===== src/rtl/regfile_wb_arbiter.sv =====
// regfile_wb_arbiter
// Shares the single register-file write port between the pipeline writeback
// stage (requester A, normal priority) and a secondary producer (requester B,
// protected against starvation). The winning request is registered onto
// write_register / write_data / RegWrite_out one cycle after the handshake.
// hazard flags a decode read address that matches the write in flight.
//
// Optional feature macro: REGFILE_R0_HARDWIRED_EN
//   defined   -> register 0 is read-only zero: writes to it still handshake,
//                but never raise RegWrite_out and never report a hazard.
//   undefined -> register 0 behaves like any other register.

module regfile_wb_arbiter #(
  parameter int DATA_W       = 16,
  parameter int ADDR_W       = 3,
  parameter int STARVE_LIMIT = 4
) (
  input  logic              clk,
  input  logic              rst,
  input  logic              a_valid,
  output logic              a_ready,
  input  logic [ADDR_W-1:0] a_reg,
  input  logic [DATA_W-1:0] a_data,
  input  logic              b_valid,
  output logic              b_ready,
  input  logic [ADDR_W-1:0] b_reg,
  input  logic [DATA_W-1:0] b_data,
  input  logic [ADDR_W-1:0] q_reg_1,
  input  logic [ADDR_W-1:0] q_reg_2,
  output logic [ADDR_W-1:0] write_register,
  output logic [DATA_W-1:0] write_data,
  output logic              RegWrite_out,
  output logic              hazard,
  output logic              force_b
);

  // Counter just wide enough to hold STARVE_LIMIT itself.
  localparam int CNT_W = $clog2(STARVE_LIMIT + 1);
  localparam logic [CNT_W-1:0] LIMIT = CNT_W'(STARVE_LIMIT);

  logic [CNT_W-1:0]  starve_cnt;
  logic              a_fire;
  logic              b_fire;
  logic              write_en;
  logic [ADDR_W-1:0] win_reg;
  logic [DATA_W-1:0] win_data;
  logic              query_match;

  // B takes priority once it has been blocked for STARVE_LIMIT cycles in a row.
  assign force_b = (starve_cnt == LIMIT);

  // Readies never look at the port's own valid, so they are safe to use
  // by a requester deciding whether to present its write.
  assign a_ready = !(force_b && b_valid);
  assign b_ready = !a_valid || force_b;

  // The two ready terms are mutually exclusive whenever both valids are high,
  // so at most one of these fires in any cycle.
  assign a_fire = a_valid && a_ready;
  assign b_fire = b_valid && b_ready;

  // Select the winning request and decide whether it actually writes.
  always_comb begin
    win_reg  = b_reg;
    win_data = b_data;
    write_en = a_fire || b_fire;
    if (a_fire) begin
      win_reg  = a_reg;
      win_data = a_data;
    end
`ifdef REGFILE_R0_HARDWIRED_EN
    if (win_reg == '0) begin
      write_en = 1'b0;
    end
`endif
  end

  // Track how long B has been waiting; cleared when B is served or goes idle.
  always_ff @(posedge clk or posedge rst) begin
    if (rst) begin
      starve_cnt <= '0;
    end else if (!b_valid || b_fire) begin
      starve_cnt <= '0;
    end else if (starve_cnt != LIMIT) begin
      starve_cnt <= starve_cnt + 1'b1;
    end
  end

  // Register the winner onto the register-file port; address/data hold when idle.
  always_ff @(posedge clk or posedge rst) begin
    if (rst) begin
      RegWrite_out   <= 1'b0;
      write_register <= '0;
      write_data     <= '0;
    end else begin
      RegWrite_out <= write_en;
      if (write_en) begin
        write_register <= win_reg;
        write_data     <= win_data;
      end
    end
  end

  assign query_match = (write_register == q_reg_1) || (write_register == q_reg_2);

`ifdef REGFILE_R0_HARDWIRED_EN
  assign hazard = RegWrite_out && query_match && (write_register != '0);
`else
  assign hazard = RegWrite_out && query_match;
`endif

endmodule


===== config.mk =====
export PLATFORM = sky130hd
export DESIGN_NAME = regfile_wb_arbiter
export DESIGN_NICKNAME = d
export VERILOG_FILES = /design/src/rtl/regfile_wb_arbiter.sv
export SDC_FILE = /design/constraint.sdc
export NUM_CORES = 1
export LEC_CHECK = 0
export CORE_MARGIN = 3
export CORE_UTILIZATION = 30
export CTS_BUF_LIST = sky130_fd_sc_hd__clkbuf_4 sky130_fd_sc_hd__clkbuf_8 sky130_fd_sc_hd__clkbuf_16
export DETAILED_ROUTE_END_ITERATION = 12
export HOLD_SLACK_MARGIN = 0.1
export PLACE_DENSITY = 0.64
export SLEW_MARGIN = 20
export SYNTH_ARGS = -nofsm -noshare
export SYNTH_HDL_FRONTEND = slang
export SYNTH_SLANG_ARGS = --single-unit

===== constraint.sdc =====
create_clock -name clk -period 1.85 [get_ports clk]
set_input_delay 0.37 -clock clk [delete_from_list [all_inputs] [get_ports clk]]
set_output_delay 0.37 -clock clk [all_outputs]
set_load 0.1 [all_outputs]

==> results of run 1 <==
==> worst max-delay path, stage by stage <==
cell             delay [ps]
clkdlybuf4s50_1         420
and2_1                  170
o2111ai_2               190
nand2_2                  90
buf_12                  170
==> metal layers <==
layer	vias up	wire length, um	global-route usage
li1	531	-	-
met1	541	1540	0.223
met2	45	1890	0.301
met3	4	301	0.0349
met4	0	23	0.0304
met5	-	0	0
==> final cells by class <==
| class | count | share of cell area |
|---|---|---|
| clock buffer | 3 | 0.0184 |
| sequential | 23 | 0.259 |
| timing repair buffer | 79 | 0.456 |
| multi-input combinational | 65 | 0.228 |
| tap | 46 | 0.0257 |
| clock inverter | 1 | 0.00223 |
| inverter | 6 | 0.0100 |
==> cell families after synthesis <==
kind of cell | after synthesis | share of synthesized area
AO/OA/AOI/OAI | 23 | 0.202
XOR/XNOR | 4 | 0.0307
adder cells (fa/ha/maj) | 2 | 0.0219
buffers and inverters | 13 | 0.0635
flip-flops | 23 | 0.504
multiplexers | 1 | 0.00876
AND/OR/NAND/NOR | 35 | 0.170
==> Yosys cell counts <==
library cell | n | share of area
and2_2 | 1 | 0.0066
inv_1 | 6 | 0.020
dfrtp_1 | 23 | 0.50
nand2_1 | 5 | 0.016
a32oi_1 | 1 | 0.0077
mux2i_1 | 1 | 0.0088
and2_1 | 2 | 0.011
o21ai_0 | 1 | 0.0044
and3_2 | 1 | 0.0066
a221o_1 | 18 | 0.16
ha_1 | 2 | 0.022
nand3_1 | 1 | 0.0044
buf_2 | 1 | 0.0044
a21boi_4 | 1 | 0.016
clkbuf_1 | 3 | 0.0099
xnor2_1 | 4 | 0.031
o2111ai_1 | 2 | 0.015
nor2_1 | 7 | 0.023
and3_1 | 17 | 0.093
buf_6 | 3 | 0.030
nand3_2 | 1 | 0.0088
==> power by group through the flow <==
stage | Clock, mW | Combinational, mW | Sequential, mW
after global routing | 0.344 | 0.809 | 0.609
final | 0.316 | 0.778 | 0.602
after CTS | 0.325 | 0.779 | 0.602
after detailed placement | 0 | 0.777 | 0.612
after floorplan | 0 | 0.136 | 0.887
after global placement | 0 | 0.768 | 0.610
==> worst max-delay path by stage <==
stage               slack, ps                          start  depth (start not counted)                       endpoint
CTS                        40      starve_cnt[0]$_DFFE_PP0P_                          5                        b_ready
global route                3                     q_reg_2[0]                          5                         hazard
floorplan                  40  write_register[0]$_DFFE_PP0P_                          3                         hazard
global placement           40                        a_valid                          4  write_register[1]$_DFFE_PP0P_
detailed placement         20                        b_valid                          4  write_register[2]$_DFFE_PP0P_
finish                     60                     q_reg_2[0]                          5                         hazard
==> registers in the layout, summed over array words and instances (netlist names) <==
signal,flops
write_data,16
write_register,3
starve_cnt,3
RegWrite_out,1
==> cells in the final DEF (no fill, tap or decap) <==
cell type,n
clkinv_2,1
ha_1,2
and3_1,17
and2_1,2
o21ai_0,1
nand2_1,3
inv_1,6
a32oi_1,1
nand2_2,2
a221o_1,18
and2_2,1
xnor2_1,4
dfrtp_1,19
and3_2,1
nand3_1,1
clkdlybuf4s50_1,47
mux2i_1,1
a21boi_4,1
nor2_1,7
clkbuf_8,3
o2111ai_2,2
dfrtp_2,4
buf_4,7
nand3_2,1
buf_12,25
==> what timing repair did <==
action                                  CTS  global route
hold buffers                              0             0
gates resized for setup                   0             3
endpoints found under the setup margin    0             3
==> stage by stage <==
stage	hold slack, ps	total power [mW]	util	worst slack [ps]	cell area (um^2)
finish	357	1.70	0.642	59.1	2240
global route	385	1.76	0.642	2.67	2240
CTS	370	1.71	0.637	36.6	2230
detailed placement	466	1.39	0.624	23.5	2180
global placement	444	1.38	0.624	38.4	2180
floorplan	372	1.02	-	39.1	1150
==> impl_results.md, run 1 <==
- Status: finished, final reports clean
- Count of different cell masters after synthesis: 21
- P_sw: roughly 0.67 mW
- Detail Route Antenna Nets: 0
- Die ar.: 4580 um^2
- CP Data Required Time: 1480 ps
- Maximum VDD drop: between 0.3 and 0.4 mV
- Share of layout cells above drive strength 1: 0.271
- Clock-pin transition on the worst setup and hold timing paths: ~80 ps
- CTS sink count: 23
- Post-detail-place hpwl: about 3.0 mm
- N_diodes: 0
- Number of I/O pins: 72
- Setup tns final: 0 ps
- Number of remaining DRC errors: 0
- Worst-Skew Late Latency: around 260 ps
- Combinational Power Share: 0.459
- Arrival time worst endpoint: 1420 ps
- Seq/Total Area, Yosys: 0.504
- Max FO, Critical Path: 2
- Relative slew slack: 0.646
- Pleak: 1.00 nW
- Syn nets: 151
- Via-to-Cell Ratio: 5.03
- DIE WIDTH: 67.7 um
- CTS tree: yes
- Critical path class: in -> out
- Period Utilization, post-route: 0.968
- CP Launch Type: input pin
- DR WL/cell: roughly 17 um
- Post-Synthesis Cells: between 100 and 150
- Yosys warns: 0
- Row count: 21
- Period minus WS final: about 1800 ps
- Synth Cell Area: 1140 um^2
- Crit. End Element: output port
- Footprint of the multi-input gates: 512 um^2
- First-pass GRT wire length: 5.94 mm
- Non-Filler Instances: 223
- Clock power share: 0.186
- Via count: 1121
- Placed insts: ~220
- Reg2Reg Depth: 5
- Root Buffer: clkbuf_8
- FF-to-FF Start: starve_cnt[0]$_DFFE_PP0P_
- Initial DRC Count: 58
- Int Pwr: 1.03 mW
- Post-Route Skew: 2.10 ps
- Least-Margin Pin Slew: 529 ps
- Largest net degree at the start of global routing: 19
- Wirelength, routed: roughly 3.8 mm
- Net Sw Frac: 0.394
- Register area: 581 um^2
- Worst reg2reg path endpoint: write_register[2]$_DFFE_PP0P_
- Max-cap viol count: 0
- Filler cell count: 272
- Routability Congestion: about 0.69
- Setup violations, final: 0
- Area delta synth->final: 96.3%
- Gr ovfl total: 0
- Hold Path Class: in -> async
- PortBufs: 71
- Max Buffers Root-to-Sink: 2
- Fmax achieved: 558 MHz
- Tot GR Track Use: 0.173
- Htree depth: 1
- Starting density of the core: 0.327
- # nets final: 228
- Core Area: 3490 um^2
- Post-CTS setup buffer count: 0
- Antenna violations before repair: 0
- Endpoints failing hold: 0
- Vias in the first global route: 1166
- Pwr dens: 756 nW/um^2
- Yosys reg bits: 23
- RSZ-0062 raised after global routing: no
- TritonCTS buffer count: 3
- Reg power frac: 0.355
- Average size of a mapped cell: 11.3 um^2
- Die H: 67.7 um
- DRT Pass-1 Iters: 4
- Slew Limit Fails: 0
- R2R Setup Slk: 270 ps
Power figures use the tool's default switching activity.
==> run 2: changes to the inputs <==
--- a/config.mk
+++ b/config.mk
@@ -10,7 +10,7 @@
 export CTS_BUF_LIST = sky130_fd_sc_hd__clkbuf_4 sky130_fd_sc_hd__clkbuf_8 sky130_fd_sc_hd__clkbuf_16
 export DETAILED_ROUTE_END_ITERATION = 12
 export HOLD_SLACK_MARGIN = 0.1
-export PLACE_DENSITY = 0.64
+export PLACE_DENSITY = 0.74
 export SLEW_MARGIN = 20
 export SYNTH_ARGS = -nofsm -noshare
 export SYNTH_HDL_FRONTEND = slang
==> run 2 against run 1 <==
- largest cell class unchanged
- clock skew about the same
- largest power group unchanged
- sequential share of layout area increased by 0.072 points
- via count increased by 1.4%
- routed wire length increased by 3.8%
- final cell count unchanged
- design area decreased by 0.28%
==> impl_results.md, run 2 (same netlist as run 1, synthesis figures left out) <==
- Status: finished, final reports clean
- Die H: 67.7 um (unchanged)
- Maximum VDD drop: 0.364 mV (+8.5%)
- Initial DRC Count: 43 (-26%)
- CTS sink count: 23 (unchanged)
- CP max stage delay: 430 ps (about the same)
- Largest Register: write_data
- Pleak: 1.00 nW (about the same)
- Pwr dens: 767 nW/um^2 (+1.3%)
- DR WL/cell: 17.5 um (+3.8%)
- Tot GR Track Use: 0.170 (-0.00382)
- Relative slew slack: 0.642 (-0.00456)
- Largest net degree at the start of global routing: 24 (+5)
- Top flop regs: write_data x16, starve_cnt x3, write_register x3
- Detail Route Antenna Nets: 0 (unchanged)
- Via-to-Cell Ratio: 5.10 (+1.4%)
- Filler cell count: 283 (+4.0%)
- Starting density of the core: 0.327 (unchanged)
- CP Data Required Time: 1480 ps (about the same)
- Area delta synth->final: 95.7%
- CTS Hold Bufs: 0 (unchanged)
- Hold Path Class: in -> async
- Crit. End Element: output port
- CP Launch Type: input pin
- Core Area: 3490 um^2 (unchanged)
- Period minus WS final: 1840 ps (+49.0 ps)
- Vias in the first global route: 1156 (-0.86%)
- Post-Route Skew: 1.67 ps (-0.427 ps)
- Most frequent cells in the layout: 47 x clkdlybuf4s50_1, 24 x buf_12, 19 x dfrtp_1
- Endpoints failing hold: 0 (unchanged)
- Clock-pin transition on the worst setup and hold timing paths: 80 ps (about the same)
- Crit path cell chain: clkdlybuf4s50_1, xnor2_1, o2111ai_1, nand2_2, buf_12
- Commonest non-fill, non-tap cell in the layout: clkdlybuf4s50_1
- Period Utilization, post-route: 0.995 (+0.0265)
- WHS: 442 ps (+84.6 ps)
- First-pass GRT wire length: 5.64 mm (-5.0%)
- Gr ovfl total: 0 (unchanged)
- Max Buffers Root-to-Sink: 2 (unchanged)
- Critical path class: in -> out
- Slew Limit Fails: 0 (unchanged)
- Critical Path Slowest Stage Cell: clkdlybuf4s50_1
- Wirelength, routed: 3.89 mm (+3.8%)
- PortBufs: 71 (unchanged)
- Post-detail-place hpwl: 3.01 mm (+2.1%)
- Via count: 1137 (+1.4%)
- TritonCTS buffer count: 3 (unchanged)
- Arrival time worst endpoint: 1470 ps (+50 ps)
- N_diodes: 0 (unchanged)
- Htree depth: 1 (unchanged)
- Total Power: 1.71 mW (+1.1%)
- DRT Pass-1 Iters: 4 (unchanged)
- Place WS: 11.0 ps (-12.5 ps)
- Row count: 21 (unchanged)
- DIE WIDTH: 67.7 um (unchanged)
- Worst-Skew Late Latency: 260 ps (about the same)
- Root Buffer: clkbuf_8
- Register area: 581 um^2 (unchanged)
- Least-Margin Pin Slew: 536 ps (+6.82 ps)
- Die ar.: 4580 um^2 (unchanged)
- # nets final: 228 (unchanged)
- Final worst slack: 10.1 ps (-49.0 ps)
- Setup violations, final: 0 (unchanged)
- Max-cap viol count: 0 (unchanged)
- Max FO, Critical Path: 1 (-1)
- Fmax achieved: 543 MHz (-2.7%)
- CTS tree: yes
- Largest register FFs: 16 (unchanged)
- Number of I/O pins: 72 (unchanged)
- Share of layout cells above drive strength 1: 0.277 (+0.00565)
- Footprint of the multi-input gates: 515 um^2 (+0.73%)
- Routability Congestion: 0.723 (+5.2%)
- Antenna violations before repair: 0 (unchanged)
- Number of remaining DRC errors: 0 (unchanged)
run 2: changes by cell type in the layout (fill, tap and decap cells not counted), sizes merged:
| cell | before | now |
|---|---|---|
| clkinv | 1 | 0 |
| clkbuf | 3 | 4 |
run 2: cell type report:
| type | count | share of cell area |
|---|---|---|
| tap | 46 | 0.0257 |
| sequential | 23 | 0.260 |
| multi-input combinational | 65 | 0.231 |
| clock buffer | 4 | 0.0218 |
| inverter | 6 | 0.0101 |
| timing repair buffer | 79 | 0.452 |
run 2: layer usage:
layer,part of all wire,wire length (um),global-route usage
met1,0.39,1520,0.194
met2,0.49,1930,0.296
met3,0.099,387,0.0433
met4,0.016,62,0.0709
met5,0,0,0
run 2: metrics by stage:
step | TNS, ps | instance area [um^2] | std cells | utilization
2_1_floorplan | 0 | 1150 | 101 | -
3_3_place_gp | 0 | 2170 | 219 | 0.620
3_5_place_dp | 0 | 2170 | 219 | 0.620
4_1_cts | 0 | 2220 | 223 | 0.634
5_1_grt | -13.4 | 2240 | 223 | 0.640
6_report | 0 | 2240 | 223 | 0.640
run 2: repair_timing:
action | 4_1_cts | 5_1_grt
resized for setup | 0 | 4
setup buffers | 0 | 0
setup endpoints to repair | 0 | 3
run 2: report_power, final:
| part | total, mW | switching (mW) | internal (mW) |
|---|---|---|---|
| Combinational | 0.780 | 0.449 | 0.331 |
| Sequential | 0.605 | 0.0578 | 0.547 |
| Clock | 0.329 | 0.161 | 0.168 |
run 2: worst paths after layout:
path	from	endpoint	slack, ps	depth (start not counted)
worst min register to register	starve_cnt[0]$_DFFE_PP0P_	starve_cnt[0]$_DFFE_PP0P_	470	1
min in group clk	starve_cnt[0]$_DFFE_PP0P_	starve_cnt[0]$_DFFE_PP0P_	470	1
max in group asynchronous	rst	write_register[1]$_DFFE_PP0P_	1160	3
worst max register to register	starve_cnt[0]$_DFFE_PP0P_	write_register[1]$_DFFE_PP0P_	250	5
worst max-delay path	q_reg_1[2]	hazard	10	5
worst min-delay path	rst	write_register[2]$_DFFE_PP0P_	440	3
run 2: worst max-delay path, delay by kind of cell:
kind	cells	cell delay (ps)
buf+inv	2	600
compound gates	1	160
xor+xnor	1	230
simple gates	1	100
==> run 3: changes to the inputs <==
--- a/config.mk
+++ b/config.mk
@@ -5,12 +5,14 @@
 export SDC_FILE = /design/constraint.sdc
 export NUM_CORES = 1
 export LEC_CHECK = 0
+export CELL_PAD_IN_SITES_DETAIL_PLACEMENT = 1
+export CELL_PAD_IN_SITES_GLOBAL_PLACEMENT = 2
 export CORE_MARGIN = 3
-export CORE_UTILIZATION = 30
+export CORE_UTILIZATION = 20
 export CTS_BUF_LIST = sky130_fd_sc_hd__clkbuf_4 sky130_fd_sc_hd__clkbuf_8 sky130_fd_sc_hd__clkbuf_16
 export DETAILED_ROUTE_END_ITERATION = 12
 export HOLD_SLACK_MARGIN = 0.1
-export PLACE_DENSITY = 0.74
+export PLACE_DENSITY = 0.84
 export SLEW_MARGIN = 20
 export SYNTH_ARGS = -nofsm -noshare
 export SYNTH_HDL_FRONTEND = slang
==> run 3 against run 2 <==
- critical path depth did not move
- sequential cell count stayed put
- critical path type unchanged
- first-iteration DRC count increased by 7.0%
- sequential power about the same
- utilization shrank 21 points
- worst setup slack better by 25 ps
- via count grew 3.0%
- routed wire length is 8.2% higher
- sequential share of layout area shrank 0.72 points
- largest power group unchanged
==> impl_results.md, run 3 (same netlist as run 1, synthesis figures left out) <==
- Largest Register: write_data
- Slew Limit Fails: 0 (unchanged)
- Core Area: 5300 um^2 (+52%)
- Root Buffer: clkbuf_8
- DRT Pass-1 Iters: 4 (unchanged)
- R2R Setup Slk: 250 ps (about the same)
- Post-detail-place hpwl: 3.46 mm (+15%)
- Fmax achieved: 551 MHz (+1.4%)
- Crit. End Element: output port
- RSZ-0062 raised after global routing: yes
- Arrival time worst endpoint: 1440 ps (-30 ps)
- Critical Path Slowest Stage Cell: clkdlybuf4s50_1
- Via count: 1171 (+3.0%)
- PortBufs: 71 (unchanged)
- Post-Route Skew: 2.78 ps (+1.11 ps)
- Antenna violations before repair: 0 (unchanged)
- Initial DRC Count: 46 (+7.0%)
- Setup violations, final: 0 (unchanged)
- Period minus WS final: 1810 ps (-25.2 ps)
- Clock-pin transition on the worst setup and hold timing paths: 80 ps (about the same)
- Starting density of the core: 0.215 (-0.111)
- First-pass GRT wire length: 6.60 mm (+17%)
- Place WS: -1.39 ps (-12.4 ps)
- Max-cap viol count: 0 (unchanged)
- Die H: 81.6 um (+20%)
- Top flop regs: write_data x16, starve_cnt x3, write_register x3
- Share of layout cells above drive strength 1: 0.299 (+0.0226)
- Number of remaining DRC errors: 0 (unchanged)
- CP Launch Type: input pin
- Wirelength, routed: 4.22 mm (+8.2%)
- Pleak: 1.02 nW (+1.7%)
- Largest register FFs: 16 (unchanged)
- Gr ovfl total: 0 (unchanged)
- Via-to-Cell Ratio: 4.74 (-7.0%)
- Final worst slack: 35.3 ps (+25.2 ps)
- Placed insts: 243 (+11%)
- Max Buffers Root-to-Sink: 2 (unchanged)
- CP max stage delay: 500 ps (+70 ps)
- WHS: 437 ps (-5.21 ps)
- Critical path class: in -> out
- TritonCTS buffer count: 3 (unchanged)
- CTS sink count: 23 (unchanged)
- Routability Congestion: 0.812 (+12%)
- Status: finished, final reports clean
- Dpl cell area: 2210 um^2 (+2.0%)
- Least-Margin Pin Slew: 538 ps (+2.09 ps)
- Relative slew slack: 0.640 (-0.00139)
- Crit path buffers/inverters: 2 (unchanged)
- Setup tns final: 0 ps (unchanged)
- Final core utilization: 0.434 (-0.206)
- Maximum VDD drop: 0.274 mV (-25%)
- Vias in the first global route: 1241 (+7.4%)
- DIE WIDTH: 81.6 um (+20%)
- CTS Hold Bufs: 0 (unchanged)
- Largest net degree at the start of global routing: 24 (unchanged)
- Row count: 26 (+24%)
- Max FO, Critical Path: 1 (unchanged)
- Worst-Skew Late Latency: 260 ps (about the same)
- DR WL/cell: 17.1 um (-2.3%)
- Period Utilization, post-route: 0.981 (-0.0136)
- Area delta synth->final: 101%
- Tot GR Track Use: 0.129 (-0.0409)
- Non-Filler Instances: 247 (+11%)
- Final instance area: 2300 um^2 (+2.9%)
- Hold Path Class: in -> async
- Detail Route Antenna Nets: 0 (unchanged)
- Die ar.: 6650 um^2 (+45%)
- N_diodes: 0 (unchanged)
- Cell family with most CP delay: buffers and inverters
- CTS tree: yes
- Crit path cell chain: clkdlybuf4s50_1, xnor2_2, o2111ai_2, nand2_2, buf_12
- Pwr dens: 743 nW/um^2 (-3.0%)
- CP Data Required Time: 1480 ps (about the same)
- Most frequent cells in the layout: 47 x clkdlybuf4s50_1, 25 x buf_12, 19 x dfrtp_1
- Commonest non-fill, non-tap cell in the layout: clkdlybuf4s50_1
- Endpoints failing hold: 0 (unchanged)
- Total Power: 1.71 mW (-0.27%)
- Htree depth: 1 (unchanged)
- # nets final: 228 (unchanged)
- Number of I/O pins: 72 (unchanged)
-- run 3: path summary, 6_finish.rpt --
path | from | to | depth (start not counted)
setup / recovery | q_reg_1[2] | hazard | 5
hold / removal | rst | write_data[9]$_DFFE_PP0P_ | 3
setup reg to reg | starve_cnt[0]$_DFFE_PP0P_ | write_data[2]$_DFFE_PP0P_ | 5
hold reg to reg | starve_cnt[0]$_DFFE_PP0P_ | starve_cnt[0]$_DFFE_PP0P_ | 1
max in group asynchronous | rst | RegWrite_out$_DFF_PP0_ | 3
min in group clk | starve_cnt[0]$_DFFE_PP0P_ | starve_cnt[0]$_DFFE_PP0P_ | 1
-- run 3: routing by layer --
layer,GRT usage,up-vias,routed length [um]
met1,0.156,580,1710
met5,0,-,0
met4,0.0199,0,0
met3,0.0373,0,434
met2,0.229,61,2070
li1,-,530,-
-- run 3: timing repair --
action                                  in CTS  in global routing
pin swaps                                    0                  3
endpoints found under the setup margin       2                  3
endpoints found under the hold margin        0                  0
setup buffers                                0                  0
resized for setup                            3                  5
-- run 3: final cells by class --
| type | instances | area [um^2] |
|---|---|---|
| repair buffers | 79 | 1020 |
| fillers | 572 | 3000 |
| clock buffers | 3 | 41.3 |
| clock inverters | 1 | 5.00 |
| multi-input cells | 65 | 539 |
| flip-flops and latches | 23 | 581 |
| well taps | 70 | 87.6 |
| inverters | 6 | 22.5 |
-- run 3: worst min-delay path, delay by kind of cell --
kind / cells / cell delay (ps)
buffers and inverters: 3 / 680
-- run 3: power by group --
| group | internal (mW) | switching [mW] | total (mW) |
|---|---|---|---|
| Sequential | 0.547 | 0.0604 | 0.607 |
| Clock | 0.150 | 0.158 | 0.308 |
| Combinational | 0.339 | 0.454 | 0.794 |
| Total | 1.04 | 0.673 | 1.71 |
